File: src/rtl/sign_restore.sv
// Output stage of the shift-add multiplier: latches operand signs at start,
// reapplies the sign to the unsigned magnitude product and hands it off valid/ready.
module sign_restore #(
  parameter int W  = 11,
  parameter int PW = 2*W-1,
  parameter int RW = 2*W
) (
  input  logic          clk,
  input  logic          rst_n,
  input  logic          start,
  input  logic          x_sign,
  input  logic          y_sign,
  input  logic          enable,
  output logic          start_ready,
  input  logic          mag_valid,
  input  logic [PW-1:0] mag_product,
  output logic [RW-1:0] result,
  output logic          result_neg,
  output logic          result_valid,
  input  logic          result_ready,
  output logic          seq_err
);

  // state | meaning
  // IDLE  | no multiply in flight, start accepted
  // ARMED | signs latched, waiting for the core's magnitude product
  // OUT   | signed result presented, waiting for downstream acceptance
  typedef enum logic [1:0] {IDLE, ARMED, OUT} state_t;

  state_t        state, state_d;
  logic          neg_q, en_q;
  logic          load_signs, load_result, err_set, valid_d;
  logic [RW-1:0] mag_ext, result_d;
  logic          neg_d;

  assign mag_ext  = {{(RW-PW){1'b0}}, mag_product};
  // Negating zero yields zero, so no negative zero can appear.
  assign result_d = (en_q && neg_q) ? (~mag_ext + 1'b1) : mag_ext;
  assign neg_d    = en_q & neg_q & (mag_product != '0);

  always_comb begin
    state_d     = state;
    load_signs  = 1'b0;
    load_result = 1'b0;
    err_set     = 1'b0;
    valid_d     = result_valid;
    start_ready = 1'b0;
    case (state)
      IDLE: begin
        start_ready = 1'b1;
        if (mag_valid) err_set = 1'b1;
        if (start) begin
          load_signs = 1'b1;
          state_d    = ARMED;
        end
      end
      ARMED: begin
        if (start) err_set = 1'b1;
        if (mag_valid) begin
          load_result = 1'b1;
          valid_d     = 1'b1;
          state_d     = OUT;
        end
      end
      OUT: begin
        start_ready = result_ready;
        if (mag_valid) err_set = 1'b1;
        if (result_ready) begin
          valid_d = 1'b0;
          if (start) begin
            load_signs = 1'b1;
            state_d    = ARMED;
          end else begin
            state_d = IDLE;
          end
        end else if (start) begin
          err_set = 1'b1;
        end
      end
      default: begin
        state_d = IDLE;
        valid_d = 1'b0;
      end
    endcase
  end

  always_ff @(posedge clk or negedge rst_n) begin
    if (!rst_n) begin
      state        <= IDLE;
      neg_q        <= 1'b0;
      en_q         <= 1'b0;
      result       <= '0;
      result_neg   <= 1'b0;
      result_valid <= 1'b0;
      seq_err      <= 1'b0;
    end else begin
      state        <= state_d;
      result_valid <= valid_d;
      if (err_set) seq_err <= 1'b1;
      if (load_signs) begin
        neg_q <= x_sign ^ y_sign;
        en_q  <= enable;
      end
      if (load_result) begin
        result     <= result_d;
        result_neg <= neg_d;
      end
    end
  end

endmodule

File: config.mk
export PLATFORM = sky130hd
export DESIGN_NAME = sign_restore
export DESIGN_NICKNAME = d
export VERILOG_FILES = /design/src/rtl/sign_restore.sv
export SDC_FILE = /design/constraint.sdc
export NUM_CORES = 1
export LEC_CHECK = 0
export ABC_CLOCK_PERIOD_IN_PS = 1200
export CAP_MARGIN = 20
export CORE_MARGIN = 3
export CORE_UTILIZATION = 40
export CTS_CLUSTER_SIZE = 10
export DETAILED_ROUTE_END_ITERATION = 10
export HOLD_SLACK_MARGIN = 0.12
export PLACE_DENSITY = 0.75
export SETUP_SLACK_MARGIN = 0.02
export SLEW_MARGIN = 20
export SYNTH_ARGS = -nofsm -noshare
export SYNTH_HDL_FRONTEND = slang
export SYNTH_SLANG_ARGS = --single-unit
File: constraint.sdc
create_clock -name clk -period 1.2 [get_ports clk]
set_input_delay 0.24 -clock clk [delete_from_list [all_inputs] [get_ports clk]]
set_output_delay 0.24 -clock clk [all_outputs]
set_load 0.005 [all_outputs]
After elaboration in Yosys (flattened, before gate mapping)
Cells that the tools add are included.

word-level totals
  flip-flop bits (word level) = 29
  bits of input ports = 29
  output and inout port bits = 26
  word-level logic and storage cells = 41

operators by class
  $add $sub $neg = 1
  equal/unequal tests = 5
  multiplexer cells = 18
  bitwise operators = 5
  reductions and logical operators = 5

operator list
  kind                                                 count
  adder 22 x 1 -> 22 bit, second input constant        1
  2-to-1 mux 22 bit                                    1
  NOT 21 -> 22 bit                                     1
  nonzero test 21 bit                                  1
  2-to-1 mux 1 bit                                     9
  2-to-1 mux 2 bit                                     3
  != test 2 bit, second input constant                 3
  one-hot mux 1 bit (3 select lines)                   2
  one-hot mux 2 bit (3 select lines)                   1
  AND reduction 3 bit                                  2
  one-hot mux 1 bit (2 select lines)                   2
  AND 1 bit                                            2
  equality test 2 x 1 -> 1 bit, second input constant  1
  equality test 2 bit, second input constant           1
  zero test 2 bit                                      1
  logical AND 1 bit                                    1
  NOT 1 bit                                            1
  bitwise XOR 1 bit                                    1

Depth between registers and ports, before layout
  word-level depth = 4
  depth in mapped cells = 7
  depth with buffers taken out = 7

Least setup slack after synthesis
Ideal clock, no wire load.

  path kind = input-to-reg
  start point = input port mag_product[0]
  end point = register result[18]
  library setup time = 0.131 ns
  arrival time = 1.590 ns
  required time = 1.069 ns
  setup slack = -0.521 ns
  stages on the path = 7
  buffers on the path = 0
  path through = inv_1 -> ha_1 -> or3b_2 -> nor4_4 -> a21oi_1 -> xnor2_1 -> o21ai_1

between the ends
  longest elaborated chain between the ends = 3

RTL lines
  what                    RTL line  RTL
  start, declared         16        input logic [PW-1:0] mag_product,
  NOT 21 -> 22 bit        38        assign result_d = (en_q && neg_q) ? (~mag_ext + 1'b1) : mag_ext;
  adder 22 x 1 -> 22 bit  38
  2-to-1 mux 22 bit       38
  end signal, assigned    105       result <= result_d;
  end, declared           17        output logic [RW-1:0] result,

No other way between the ends.
A chain may end at the register's enable or synchronous reset.

Worst setup path after layout
  start point = input port mag_product[7]
  end point = register result[19]

Same word-level chain as after synthesis.

==> metrics.yaml <==
hold_path:
  holdCritPathClass: "input port to flop"
  hold_path_startpoint: "mag_product[11]"
  hold_depth: 3
  timing.hold.worst_endpoint: "result[11]$_DFFE_PN0P_"
placed_design:
  detailed_place.area_sq_mm: 0.00241
  pre_cts_slack_ps: -1050
  globalplace.congestion: 0.802
  hpwl_um: 3120
  buffer_ports.inserted: 54
final_layout:
  final_area_sq_mm: 0.00299
  postLayoutCoreUtil: 0.849
  total_nets_final: 320
  flow.area_growth_from_synthesis_pct: 93.8
  drive_above_1_share: 0.438
  antennaDiodeCount: 0
detailed_routing:
  wl_um: 5830
  routed_length_per_instance_um: 17.4
  drcViolationCount: 0
  route.antenna.remaining_nets: 0
  vias_per_cell: 5.29
  drt_pass1_iterations: 4
  drt_first_iter_violations: 71
  num_vias: 1778
sta:
  clock.fmax_ghz: 0.629
  fin_worst_hold_slack_ps: 249
  setup_slack_ps: -390
  finalHoldViolCount: 0
  actual_slew_at_the_worst_max_slew_pin_ps: 457
  timing.final.crit_period_ps: 1590
  setup-violations-final: 18
  min_period_over_period: 1.33
  skew_ps: 6.08
  maxSlewViolCount: 0
  rsz0062_at_grt: "yes"
  max_slew_margin: 0.694
pwr:
  static-leakage-power_nw: 1.42
  power-per-cell-area_mw_per_mm2: 1810
  largest_vdd_supply_drop_mv: 0.979
clock_network:
  cts_num_sinks: 29
  cts-root-to-sink-buffers: 2
  cts_tree: "done"
  clk_transition_reported_paths_ps: 60
  ctsHtreeMaxLevel: 2
  numCtsBuffers: 5
  clock_tree.root_cell: "sky130_fd_sc_hd__clkbuf_8"
  clock_latency_on_the_worst_skew_pair_ps: 280
setup_path:
  worst_r2r_startpoint: "state[0]$_DFFE_PN0P_"
  critical_path.startpoint_type: "input port"
  critical_path_buf_inv_count: 2
  critPathArrivalTime_ps: 1760
  timing.critical_path.slowest_cell_delay_ps: 470
  setup.worst_path.end_class: "flop"
  r2r_end: "result[20]$_DFFE_PN0P_"
  critical_path_class: "input port to flop"
  crit_slowest_cell: "sky130_fd_sc_hd__or4_4"
  crit_path_max_fanout: 4
  ff2ff_path_depth: 6
  ff2ff_setup_slack_ps: -200
  cell_family_with_most_cp_delay: "simple AND/OR/NAND/NOR gates"
  required_ps: 1370
  worstPathCellList: "clkdlybuf4s15_1 -> or4_4 -> buf_6 -> nor4_4 -> a31oi_1 -> xnor2_1 -> o21ai_1"
synth:
  synth.top_cell.area_share: 0.470
  yosysWarningCount: 0
  synthCells: 168
  synth_nets: 198
  yosysSeqAreaShare: 0.470
  synth_cell_area_sq_mm: 0.00154
  netlist_top_cells_area: "sky130_fd_sc_hd__dfrtp_1 (47%), sky130_fd_sc_hd__xnor2_1 (9.1%), sky130_fd_sc_hd__nand2_1 (6.8%)"
  ys_ff_latch: 29
  yosys.cell_types.count: 31
  synth_area_leader_cell: "sky130_fd_sc_hd__dfrtp_1"
  post_synth.cell_area_avg_sq_um: 9.18
status:
  outcome: "complete, but fails checks"
  violations: "setup timing"
job:
  maxCapViolCount: 0
global_route:
  grt_overflow: 0
  first_pass_grt_wire_length_um: 7820
  grt_start_max_net_pins: 30
  grt.total_usage: 0.230
  antenna_found_initial: 0
  grt_pass1_vias: 1639
floorplan:
  floorplan.initialDensity: 0.438
  x_dimension_of_the_die_um: 68.1
  io-pin-count: 55
  site_rows: 21
  design.die.area_sq_mm: 0.00464
  dieHeight_um: 68.1
  standard_cell_core_area_sq_mm: 0.00352
==> flip-flops by register name, indices dropped and copies added, names as in the netlist <==
register,flops
result,22
state,2
en_q,1
neg_q,1
result_neg,1
result_valid,1
seq_err,1
==> placed cells by master, fill, tap and decap left out, types with 3 or more instances in the layout <==
master	instances
sky130_fd_sc_hd__a21oi_1	5
sky130_fd_sc_hd__a21oi_2	4
sky130_fd_sc_hd__buf_2	5
sky130_fd_sc_hd__buf_4	49
sky130_fd_sc_hd__buf_6	21
sky130_fd_sc_hd__clkbuf_2	3
sky130_fd_sc_hd__clkbuf_8	6
sky130_fd_sc_hd__clkdlybuf4s15_1	22
sky130_fd_sc_hd__clkdlybuf4s50_1	9
sky130_fd_sc_hd__dfrtp_1	29
sky130_fd_sc_hd__dlygate4sd2_1	5
sky130_fd_sc_hd__dlymetal6s2s_1	3
sky130_fd_sc_hd__inv_1	4
sky130_fd_sc_hd__nand2_1	25
sky130_fd_sc_hd__nor2_1	9
sky130_fd_sc_hd__nor3_4	3
sky130_fd_sc_hd__o21ai_0	3
sky130_fd_sc_hd__o21ai_1	19
sky130_fd_sc_hd__o21ai_2	3
sky130_fd_sc_hd__or4_4	4
sky130_fd_sc_hd__xnor2_1	15
sky130_fd_sc_hd__xor2_1	4
==> worst min-delay path: cells and delay by family <==
kind | cells | cell delay, ps
AOI/OAI and AO/OA | 1 | 70
xor gates and xnor gates | 1 | 110
buffers and inverters | 1 | 80
==> through the flow <==
stage	TNS, ps	instances	total power [mW]
floorplan	-5440	168	2.68
global placement	-18020	296	3.98
detailed placement	-18920	296	4.03
CTS	-4590	323	4.75
global route	-5850	336	5.76
finish	-5050	336	5.40
==> logic make-up after synthesis <==
logic type	count (synthesis)	share of synthesized area
AOI/OAI and AO/OA	45	0.162
adders and majority gates	1	0.00811
DFF	29	0.470
xor gates and xnor gates	20	0.114
buffers and inverters	13	0.0365
muxes	2	0.0138
and+or+nand+nor	58	0.195
==> Yosys cell counts <==
master,instances
sky130_fd_sc_hd__a21oi_1,11
sky130_fd_sc_hd__a21o_1,2
sky130_fd_sc_hd__xnor2_1,16
sky130_fd_sc_hd__a221o_1,1
sky130_fd_sc_hd__or4_4,2
sky130_fd_sc_hd__nor4_4,2
sky130_fd_sc_hd__or3_1,1
sky130_fd_sc_hd__o31ai_1,2
sky130_fd_sc_hd__clkbuf_1,4
sky130_fd_sc_hd__mux2i_1,1
sky130_fd_sc_hd__a211oi_1,2
sky130_fd_sc_hd__ha_1,1
sky130_fd_sc_hd__and2_0,1
sky130_fd_sc_hd__or4_1,2
sky130_fd_sc_hd__nand2b_1,1
sky130_fd_sc_hd__xor2_1,4
sky130_fd_sc_hd__o21ai_0,19
sky130_fd_sc_hd__nand2_1,28
sky130_fd_sc_hd__or3b_2,1
sky130_fd_sc_hd__inv_1,6
sky130_fd_sc_hd__nand3b_1,1
sky130_fd_sc_hd__buf_6,1
sky130_fd_sc_hd__mux2_2,1
sky130_fd_sc_hd__dfrtp_1,29
sky130_fd_sc_hd__nor3_1,5
sky130_fd_sc_hd__a31oi_1,1
sky130_fd_sc_hd__nor3b_1,1
sky130_fd_sc_hd__o41ai_1,1
sky130_fd_sc_hd__nor2_1,13
sky130_fd_sc_hd__o21ai_1,6
sky130_fd_sc_hd__buf_1,2
==> layer usage <==
metal	up-vias	wire length, um	track usage
li1	820	-	-
met1	873	2350	0.285
met2	68	3030	0.380
met3	17	290	0.0608
met4	0	160	0.0918
met5	-	0	0
==> how the worst max path moves through the flow <==
stage,startpoint,end,slack (ps),cells after the start
2_1_floorplan,mag_product[7],result[16]$_DFFE_PN0P_,-470,6
3_3_place_gp,mag_product[0],result[16]$_DFFE_PN0P_,-960,8
3_5_place_dp,mag_product[0],result[20]$_DFFE_PN0P_,-1050,8
4_1_cts,mag_product[4],result[19]$_DFFE_PN0P_,-430,6
5_1_grt,mag_product[7],result[19]$_DFFE_PN0P_,-450,7
6_report,mag_product[7],result[19]$_DFFE_PN0P_,-390,7
==> layout make-up <==
type	count	area, sq um
clock buffers	7	86.3
repair buffers	122	1130
flip-flops and latches	29	726
well taps	46	57.6
multi-input cells	126	961
inverters	6	27.5
fillers	207	532
==> where the power goes <==
| group | total, mW | internal, mW | switching (mW) |
|---|---|---|---|
| Sequential | 1.69 | 1.41 | 0.283 |
| Combinational | 2.88 | 1.60 | 1.28 |
| Clock | 0.826 | 0.454 | 0.372 |
==> timing repair <==
item,in CTS,in global routing
hold buffers,0,0
resized for setup,129,67
pin swaps,24,34
gates cloned,0,2
endpoints found under the setup margin,49,45
setup buffers,20,15
No activity file was read; power rests on OpenSTA's default activity.
